===== src/rtl/bsg_comm_link_credit_tx.sv =====
// Credit-based link transmitter: registers core words onto the link and tracks
// far-end FIFO space, refilled in blocks of TOK credits per token toggle.
module bsg_comm_link_credit_tx #(
  parameter int channel_width_p                 = 16,
  parameter int lg_input_fifo_depth_p           = 5,
  parameter int lg_credit_to_token_decimation_p = 3
) (
  input  logic                             clk_i,
  input  logic                             async_reset_n_i,
  input  logic                             en_i,
  input  logic                             v_i,
  input  logic [channel_width_p-1:0]       data_i,
  output logic                             ready_o,
  output logic                             io_valid_o,
  output logic [channel_width_p-1:0]       io_data_o,
  input  logic                             token_i,
  output logic [lg_input_fifo_depth_p:0]   credits_o,
  output logic                             overflow_o
);

  localparam int cnt_w  = lg_input_fifo_depth_p + 1;
  localparam int max_lp = 1 << lg_input_fifo_depth_p;
  localparam int tok_lp = 1 << lg_credit_to_token_decimation_p;

  localparam logic [cnt_w:0]   max_wide_lp = (cnt_w+1)'(max_lp);
  localparam logic [cnt_w:0]   tok_wide_lp = (cnt_w+1)'(tok_lp);
  localparam logic [cnt_w-1:0] max_cnt_lp  = cnt_w'(max_lp);

  logic [cnt_w-1:0]           r_credits;
  logic                       r_token;
  logic                       r_overflow;
  logic                       r_io_valid;
  logic [channel_width_p-1:0] r_io_data;

  logic                       w_send;
  logic                       w_tok_edge;
  logic [cnt_w:0]             w_credits_next;
  logic                       w_sat;

  // Handshake: a word moves when v_i & ready_o at a rising edge; ready_o never
  // looks at v_i, and v_i/data_i need not be held once the transfer happens.
  assign ready_o    = en_i & (r_credits != '0);
  assign w_send     = v_i & ready_o;
  assign w_tok_edge = token_i ^ r_token;

  // One bit of headroom so send, token and saturation resolve without wrap.
  assign w_credits_next = {1'b0, r_credits}
                        - {{cnt_w{1'b0}}, w_send}
                        + (w_tok_edge ? tok_wide_lp : '0);
  assign w_sat          = (w_credits_next > max_wide_lp);

  always_ff @(posedge clk_i or negedge async_reset_n_i) begin
    if (!async_reset_n_i) begin
      r_credits  <= max_cnt_lp;
      r_token    <= 1'b0;
      r_overflow <= 1'b0;
      r_io_valid <= 1'b0;
      r_io_data  <= '0;
    end else begin
      r_token    <= token_i;
      r_credits  <= w_sat ? max_cnt_lp : w_credits_next[cnt_w-1:0];
      if (w_sat) r_overflow <= 1'b1;
      r_io_valid <= w_send;
      if (w_send) r_io_data <= data_i;
    end
  end

  assign io_valid_o = r_io_valid;
  assign io_data_o  = r_io_data;
  assign credits_o  = r_credits;
  assign overflow_o = r_overflow;

endmodule


===== config.mk =====
export PLATFORM = sky130hd
export DESIGN_NAME = bsg_comm_link_credit_tx
export DESIGN_NICKNAME = d
export VERILOG_FILES = /design/src/rtl/bsg_comm_link_credit_tx.sv
export SDC_FILE = /design/constraint.sdc
export NUM_CORES = 1
export LEC_CHECK = 0
export CAP_MARGIN = 5
export CORE_UTILIZATION = 65
export DETAILED_ROUTE_END_ITERATION = 12
export DONT_BUFFER_PORTS = 1
export PLACE_DENSITY = 0.92
export SLEW_MARGIN = 20
export SYNTH_ARGS = -nofsm -noshare
export SYNTH_HDL_FRONTEND = slang
export SYNTH_SLANG_ARGS = --single-unit
export TNS_END_PERCENT = 1

===== constraint.sdc =====
create_clock -name clk_i -period 5.2 [get_ports clk_i]
set_clock_uncertainty 0.05 [all_clocks]
set_input_delay 1.04 -clock clk_i [delete_from_list [all_inputs] [get_ports clk_i]]
set_output_delay 1.04 -clock clk_i [all_outputs]
set_load 0.005 [all_outputs]

---- Yosys cells after proc, flatten, opt, wreduce, memory -nomap -nowiden ----
Index checks and enable logic that the tools add are counted.
operators by class
  $add $sub $neg .......................... 2
  order comparisons ....................... 1
  muxes and demuxes ....................... 2
  bitwise gates (word level) .............. 3
  reductions and logical operators ........ 1
operators by type and width
  kind                                                           count
  adder 7 x 4 -> 7 bit                                           1
  greater-than comparator 7 x 6 -> 1 bit, second input constant  1
  subtractor 6 x 1 -> 7 bit                                      1
  2-to-1 mux 6 bit                                               1
  nonzero test 6 bit                                             1
  2-to-1 mux 4 bit                                               1
  AND 1 bit                                                      2
  XOR 1 bit                                                      1
word-level totals
  flip-flop bits (word level) ............. 25
  input bits .............................. 21
  output and inout port bits .............. 25
  word-level logic and storage cells ...... 14

---- Longest topological paths before layout ----
Gate-level depths: netlist (run 1).
  word-level depth ........................ 7
  depth in mapped cells ................... 15
  mapped depth without buffers ............ 14

---- Least setup slack after synthesis (run 1) ----
OpenSTA, ideal clock, no wires.
  path kind ............................... input to register
  start ................................... in en_i
  end ..................................... reg r_overflow (netlist: overflow_o)
  setup time .............................. 124 ps
  data arrival time ....................... 3198 ps
  required time ........................... 5026 ps
  path slack .............................. 1828 ps
  stages .................................. 13
  buffers on the path ..................... 1
  cell sequence ........................... a21boi_2 -> nand2_4 -> buf_6 -> inv_1 -> ha_1 -> inv_1 -> ha_1 -> inv_1 -> fa_1 -> and2_1 -> nand4_1 -> mux2_4 -> a211o_1
on the way
  cells in the longest elaborated chain, start to end .. 5
RTL lines
  element                                 line  RTL
  from (decl)                             10    input logic en_i,
  AND 1 bit                               42    assign ready_o = en_i & (r_credits != '0);
  AND 1 bit                               43    assign w_send = v_i & ready_o;
  named net w_send                        35    logic w_send;
  subtractor 6 x 1 -> 7 bit               48    - {{cnt_w{1'b0}}, w_send}
  adder 7 x 4 -> 7 bit                    49    + (w_tok_edge ? tok_wide_lp : '0);
  greater-than comparator 7 x 6 -> 1 bit  50    assign w_sat = (w_credits_next > max_wide_lp);
  to (signal assigned)                    56    r_overflow <= 1'b0;
  to (signal assigned)                    62    if (w_sat) r_overflow <= 1'b1;
  to (decl)                               31    logic r_overflow;
The timed path passes the listed nets, and every way through them passes these cells.
A chain may end at the register's enable or synchronous reset.

---- Worst setup path after layout (run 1) ----
  start ................................... reg r_credits[2] (netlist: credits_o[2])
  end ..................................... reg r_overflow (netlist: overflow_o)
on the way
  cells in the longest elaborated chain, start to end .. 6
RTL lines
  element                                 line  RTL
  from (decl)                             29    logic [cnt_w-1:0] r_credits;
  from (signal assigned)                  54    r_credits <= max_cnt_lp;
  from (signal assigned)                  61    r_credits <= w_sat ? max_cnt_lp : w_credits_next[cnt_w-1:0];
  nonzero test 6 bit                      42
  AND 1 bit                               42
  named net ready_o                       13    output logic ready_o,
  AND 1 bit                               43
  named net w_send                        35
  subtractor 6 x 1 -> 7 bit               48
  adder 7 x 4 -> 7 bit                    49
  greater-than comparator 7 x 6 -> 1 bit  50
The timed path passes the listed nets, and every way through them passes these cells.

==> reports/qor.csv, run 1 <==
stage;metric;value;unit
timing;unrepaired setup endpoints after global routing;no;
synth;Mapped Area;0.00122;sq mm
routing;via count;735;
grt;grt total ovfl;0;
cts;cts hold-fix bufs;0;
cts;CTS buffer count;3;
synth;syn nets;124;
worst_setup_path;crit-path cells;nor4_1 > a21boi_2 > nand2_4 > inv_1 > ha_1 > inv_1 > ha_1 > inv_1 > fa_1 > xor2_1 > nand4_1 > mux2_4 > a211o_1;
timing;slew at the pin closest to its max-slew limit;0.604;ns
worst_setup_path;Worst setup SP type;register;
placed_design;GPL Wtd Cong;0.807;
timing;hold slack;0.335;ns
worst_setup_path;Worst Path Max Fanout;17;
timing;Fmax achieved;297;MHz
pwr;sw frac;0.391;
cts;CTS tree;yes;
cts;cts repair resizes;0;
routing;M1 wire length;841;um
worst_setup_path;critical path class;register to register;
cts;clock tree buffer depth;2;
floorplanning;die height;45.3;um
cts;total number of H-tree levels;1;
placed_design;dpl hpwl;1670;um
floorplanning;Die X;45.3;um
routing;routed length per instance;17.5;um
floorplanning;row count;15;
cells_and_area;# diodes;0;
cells_and_area;Finished Core Util;0.728;
synth;Netlist cell types;27;
hold_path;Hold/Removal Path Class;primary input to asynchronous set/reset pin;
timing;Final setup viols;0;
grt;largest net degree at the start of global routing;26;
timing;Slew HR;0.594;
cts;clk slew on worst S/H paths;0.14;ns
routing;routed length on met2;1070;um
synth;Main synth FF type;dfrtp_1;
worst_setup_path;WP data arrival;3.55;ns
cells_and_area;Nets;128;
pwr;Int Power;0.000449;W
worst_setup_path;most used cell along the critical path;inv_1;
grt;vias in the first global route;783;
floorplanning;Ports;46;
cts;clock sinks;25;
cells_and_area;share of layout cells above drive strength 1;0.289;
outcome;outcome;finished clean;
placed_design;placed instance area;0.00124;sq mm
synth;Post-synth EDFFs;0;
synth;Synth warnings;0;
routing;# DRC;0;
routing;met3 WL;118;um
floorplanning;die area;0.00206;sq mm
pwr;Leak;0.566;nW
floorplanning;Core Area;0.00175;sq mm
synth;cell with the most instances after synthesis;dfrtp_1;
floorplanning;Initial Utilization;0.700;
worst_setup_path;CP max-delay cell;dfrtp_1;
cells_and_area;Area Overhead vs Synth;4.10;%
synth;Yosys top cell area share;0.492;
synth;sequential share of the synthesized area;0.513;
synth;cell count after synthesis;94;
synth;synthesized flop and latch total;25;
timing;min Tclk post-route;3.37;ns
worst_setup_path;Worst R2R Setup Slack;1.83;ns
cts;Setup Fix Bufs, Post-CTS;0;
worst_setup_path;Crit path largest cell delay;0.48;ns
pwr;Comb power frac;0.433;
worst_setup_path;r2r startpoint;credits_o[2]$_DFF_PN0_;
routing;initial detailed-routing violation count;8;
cts;clk root buf;clkbuf_4;
synth;syn avg cell area;13.0;sq um
pwr;Peak VDD IR;0.361;mV
worst_setup_path;terminus of the critical flop-to-flop path;overflow_o$_DFFE_PN0N_;
timing;Max Slew Vio Count;0;
routing;Top Layer Used;met4;
grt;first-pass GRT wire length;3180;um
worst_setup_path;Worst EP required;5.38;ns
routing;final wirelength;2130;um
routing;DRT Pass-1 Iters;4;
timing;Final Cycle Share;0.648;
synth;biggest area consumer among synthesized cells;dfrtp_1;
grt;Total GRT Usage;0.229;
placed_design;IO Port Bufs;0;
routing;antenna viol nets, final;0;
worst_setup_path;kind of end point of the critical path;register;
cells_and_area;fin area;0.00127;sq mm
job;number of max-cap violations;0;
worst_setup_path;r2r worst-path depth;13;
synth;Post-synth ARST share;1.00;
grt;antenna violations before repair;0;
routing;Via-to-Cell Ratio;6.02;
timing;final hold vios;0;
cts;worst skew pair latency;0.32;ns
pwr;Reg power frac;0.446;
pwr;net switching power;0.000288;W
synth;top post-synthesis cells by count;dfrtp_1 (24), mux2_2 (16), inv_1 (13);
pwr;Clock Power Share;0.120;
synth;dominant cells by area after synthesis;dfrtp_1 (49%), mux2_2 (15%), ha_1 (8.2%);
pwr;Pwr Density;580;mW/mm^2
timing;Post-Route Setup TNS;0;ns
## through the flow
| step | setup WS (ns) | instances | power [W] |
|---|---|---|---|
| floorplan | 1.83 | 94 | 0.000581 |
| global placement | 1.74 | 118 | 0.000625 |
| detailed placement | 1.67 | 118 | 0.000652 |
| CTS | 1.85 | 122 | 0.000741 |
| global route | 1.71 | 122 | 0.000794 |
| finish | 1.83 | 122 | 0.000737 |
## worst max path at each step
| stage | start | to | slack [ns] | cells after the start |
|---|---|---|---|---|
| after floorplan | en_i | overflow_o$_DFFE_PN0N_ | 1.83 | 13 |
| after global placement | en_i | overflow_o$_DFFE_PN0N_ | 1.74 | 12 |
| after detailed placement | en_i | overflow_o$_DFFE_PN0N_ | 1.67 | 12 |
| after CTS | credits_o[2]$_DFF_PN0_ | overflow_o$_DFFE_PN0N_ | 1.85 | 13 |
| after global routing | credits_o[2]$_DFF_PN0_ | overflow_o$_DFFE_PN0N_ | 1.71 | 13 |
| final | credits_o[2]$_DFF_PN0_ | overflow_o$_DFFE_PN0N_ | 1.83 | 13 |
## cells in the final DEF, fill, tap and decap left out
master      instances
dfstp_2             1
nand3_1             1
xor2_1              1
xnor2_2             1
a211oi_1            3
clkinvlp_4          1
nor2_1              4
a21oi_1             1
nand4_1             1
xnor2_1             3
or2_1               1
clkbuf_4            3
a211o_1             1
nor2_2              1
dfrtp_1            24
nand2b_1            3
o311ai_2            1
a21boi_2            1
and2_1              1
mux2_2             16
nand2_4             1
mux2_4              1
ha_1                8
nor4_1              1
nor3_1              2
inv_1              13
fa_1                1
a211oi_2            1
## cells by family (layout without fill, tap and decap cells)
logic type	Yosys count	after routing	synth area share
flip-flops	25	25	0.513
AND/OR/NAND/NOR	16	16	0.0748
adder cells (fa/ha/maj)	9	9	0.0984
XOR/XNOR	5	5	0.0420
AO/OA/AOI/OAI	8	8	0.0625
buffers and inverters	14	17	0.0492
multiplexers	17	17	0.160
## layer usage
metal  track usage  vias up
met3        0.0440       10
met5             0        -
met4         0.158        0
met2         0.388       35
met1         0.259      361
li1              -      329
## registers in the layout (all words and copies together) (netlist names)
name	count
overflow_o	1
io_valid_o	1
credits_o	6
io_data_o	16
r_token	1
## power groups by stage
stage / logic, W / clock network, W / registers [W]
global placement: 0.000297 / 0 / 0.000328
finish: 0.000320 / 0.0000887 / 0.000329
global route: 0.000353 / 0.000103 / 0.000338
CTS: 0.000319 / 0.0000920 / 0.000329
detailed placement: 0.000318 / 0 / 0.000334
floorplan: 0.000265 / 0 / 0.000316
## worst max-delay path: cells and delay by family (launching register included)
kind	cells	cell delay, ns
AND/OR/NAND/NOR	3	0.77
adder cells (fa/ha/maj)	3	0.75
flip-flops	1	0.48
AO/OA/AOI/OAI	2	0.45
multiplexers	1	0.30
XOR/XNOR	1	0.25
buffers and inverters	3	0.21
## final cells by class
class	count	area, sq um
Multi-Input combinational cell	55	534
Fill cell	122	474
Tap cell	25	31.3
Clock inverter	1	7.51
Sequential cell	25	627
Clock buffer	3	22.5
Inverter	13	48.8
(Power assumes the default switching activity.)
==> run 2: changes to the inputs <==
CORE_UTILIZATION = 55   (was 65)
PLACE_DENSITY = 0.84   (was 0.92)
clock period = 3 ns   (was 5.2 ns; I/O delays follow)
==> run 2 against run 1 <==
Register-to-register slack worse by 1.7 ns. Clock power rose by 60%. Setup slack lost 1.7 ns. Power increased by 84%. First-iteration DRC count decreased by 38%. Wire length rose by 2.3%. Worst hold slack got worse by 0.26 ns. Cell count increased by 8.2%. Sequential cell count is the same. Critical endpoint unchanged. Largest cell class unchanged.
==> reports/qor.csv, run 2 (synthesis gave the netlist of run 1 again) <==
stage;metric;value;unit
outcome;outcome;finished clean;
worst_setup_path;WP data arrival;3.05;ns
cells_and_area;Nets;136;
pwr;Pwr Density;986;mW/mm^2
cells_and_area;fin area;0.00137;sq mm
cells_and_area;Finished Core Util;0.679;
worst_setup_path;most used cell along the critical path;inv_2;
cts;CTS buffer count;3;
timing;Slew HR;0.618;
worst_setup_path;crit-path cells;nor4_4 > a21boi_2 > nand2_4 > inv_2 > ha_1 > inv_2 > ha_4 > inv_2 > fa_2 > and2_4 > nand4_1 > mux2_4 > a211o_1;
cells_and_area;Largest register FFs;16;
pwr;Comb power frac;0.477;
pwr;Peak VDD IR;0.574;mV
timing;slew at the pin closest to its max-slew limit;0.568;ns
floorplanning;Ports;46;
routing;Via-to-Cell Ratio;5.52;
cells_and_area;most frequent cells in the layout;dfrtp_1 (23), mux2_2 (16), inv_1 (10), buf_4 (7), ha_1 (6);
timing;Max Slew Vio Count;0;
pwr;Reg power frac;0.418;
cts;clock sinks;25;
routing;DRT Pass-1 Iters;4;
grt;largest net degree at the start of global routing;25;
cts;clk root buf;clkbuf_4;
worst_setup_path;Worst Path Max Fanout;4;
floorplanning;Die X;49.1;um
placed_design;placed instance area;0.00129;sq mm
pwr;Int Power;0.000845;W
cells_and_area;share of layout cells above drive strength 1;0.438;
worst_setup_path;critical path class;register to register;
routing;routed length per instance;16.5;um
timing;hold slack;0.0712;ns
job;number of max-cap violations;0;
grt;Total GRT Usage;0.195;
placed_design;dpl hpwl;1570;um
cts;clk slew on worst S/H paths;0.13;ns
timing;Final Cycle Share;0.967;
timing;final hold vios;0;
worst_setup_path;CP max-delay cell;fa_2;
pwr;Clock Power Share;0.105;
pwr;sw frac;0.375;
floorplanning;Initial Utilization;0.604;
routing;final wirelength;2180;um
worst_setup_path;Worst setup SP type;register;
timing;Final setup viols;0;
pwr;overall power;0.00135;W
routing;initial detailed-routing violation count;5;
worst_setup_path;kind of end point of the critical path;register;
floorplanning;die height;49.1;um
timing;Fmax achieved;345;MHz
pwr;net switching power;0.000508;W
hold_path;Hold/Removal Path Class;primary input to asynchronous set/reset pin;
worst_setup_path;Critical Path Stages;13;
grt;antenna violations before repair;0;
cts;clock tree buffer depth;2;
cts;worst skew pair latency;0.30;ns
placed_design;IO Port Bufs;0;
worst_setup_path;crit path buf inv count;3;
floorplanning;row count;16;
cts;total number of H-tree levels;1;
routing;via count;729;
placed_design;worst slack at placement;0.0185;ns
routing;# DRC;0;
worst_setup_path;r2r worst-path depth;13;
worst_setup_path;cell family contributing the most delay on the critical path;adder cells;
floorplanning;die area;0.00241;sq mm
cells_and_area;Area Overhead vs Synth;12.4;%
pwr;Leak;0.611;nW
placed_design;GPL Wtd Cong;0.838;
timing;min Tclk post-route;2.90;ns
cells_and_area;# diodes;0;
grt;first-pass GRT wire length;3560;um
grt;vias in the first global route;810;
grt;grt total ovfl;0;
routing;antenna viol nets, final;0;
cells_and_area;most common cell after layout, fill and taps aside;dfrtp_1;
timing;PnR worst setup slack;0.0980;ns
floorplanning;Core Area;0.00202;sq mm
worst_setup_path;Worst EP required;3.15;ns
cts;CTS tree;yes;
worst_setup_path;Crit path largest cell delay;0.54;ns
-- run 2: layout make-up --
| class | instances | area (sq um) |
|---|---|---|
| timing repair buffer | 8 | 57.6 |
| tap | 27 | 33.8 |
| fill | 150 | 649 |
| sequential | 25 | 628 |
| clock inverter | 1 | 5.00 |
| multi-input combinational | 55 | 577 |
| clock buffer | 3 | 22.5 |
| inverter | 13 | 48.8 |
-- run 2: power by group through the flow --
stage	Combinational (W)	Clock, W	Sequential (W)
after floorplan	0.000462	0	0.000550
after global routing	0.000718	0.000164	0.000579
after global placement	0.000546	0	0.000564
after CTS	0.000591	0.000147	0.000563
after detailed placement	0.000568	0	0.000571
final	0.000645	0.000142	0.000566
-- run 2: routing by layer --
layer  global-route usage  routed length (um)  vias up
li1                     -                   -      341
met1                0.242                 896      360
met2                0.336                1140       26
met3               0.0561                 133        2
met4               0.0441                  12        0
met5                    0                   0        -
-- run 2: path summary, 6_finish.rpt --
| kind | slack, ns | endpoint | startpoint |
|---|---|---|---|
| worst max-delay path | 0.1 | overflow_o$_DFFE_PN0N_ | credits_o[3]$_DFF_PN0_ |
| worst min-delay path | 0.07 | credits_o[5]$_DFF_PN1_ | async_reset_n_i |
| worst max register to register | 0.1 | overflow_o$_DFFE_PN0N_ | credits_o[3]$_DFF_PN0_ |
| worst min register to register | 0.47 | overflow_o$_DFFE_PN0N_ | overflow_o$_DFFE_PN0N_ |
| max in group asynchronous | 2.33 | credits_o[3]$_DFF_PN0_ | async_reset_n_i |
| min in group clk_i | 0.26 | r_token$_DFF_PN0_ | token_i |
-- run 2: what timing repair did --
| item | CTS | global route |
|---|---|---|
| buffers inserted | 0 | 2 |
| gates cloned | 0 | 0 |
| hold buffers | 1 | 0 |
| resized for setup | 1 | 10 |
| pin swaps | 0 | 5 |
| setup endpoints to repair | 1 | 7 |
| hold endpoints to repair | 24 | 0 |
-- run 2: through the flow --
step | setup TNS [ns] | cells
after floorplan | 0 | 94
after global placement | 0 | 125
after detailed placement | 0 | 125
after CTS | 0 | 130
after global routing | -0.213 | 132
final | 0 | 132
-- run 2: worst reg2reg max path, stage by stage (launching register included) --
cell and delay, ns:
dfrtp_2 0.47, nor4_4 0.30, a21boi_2 0.11, nand2_4 0.09, inv_2 0.04, ha_1 0.18, inv_2 0.07, ha_4 0.14
inv_2 0.04, fa_2 0.54, and2_4 0.14, nand4_1 0.09, mux2_4 0.30, a211o_1 0.25
==> run 3: changes to the inputs <==
CAP_MARGIN = 10   (was 5)
GPL_ROUTABILITY_DRIVEN = 1   (was not set)
==> results of run 3 <==
Final layout, timing and power as in run 2 (identical DEF).
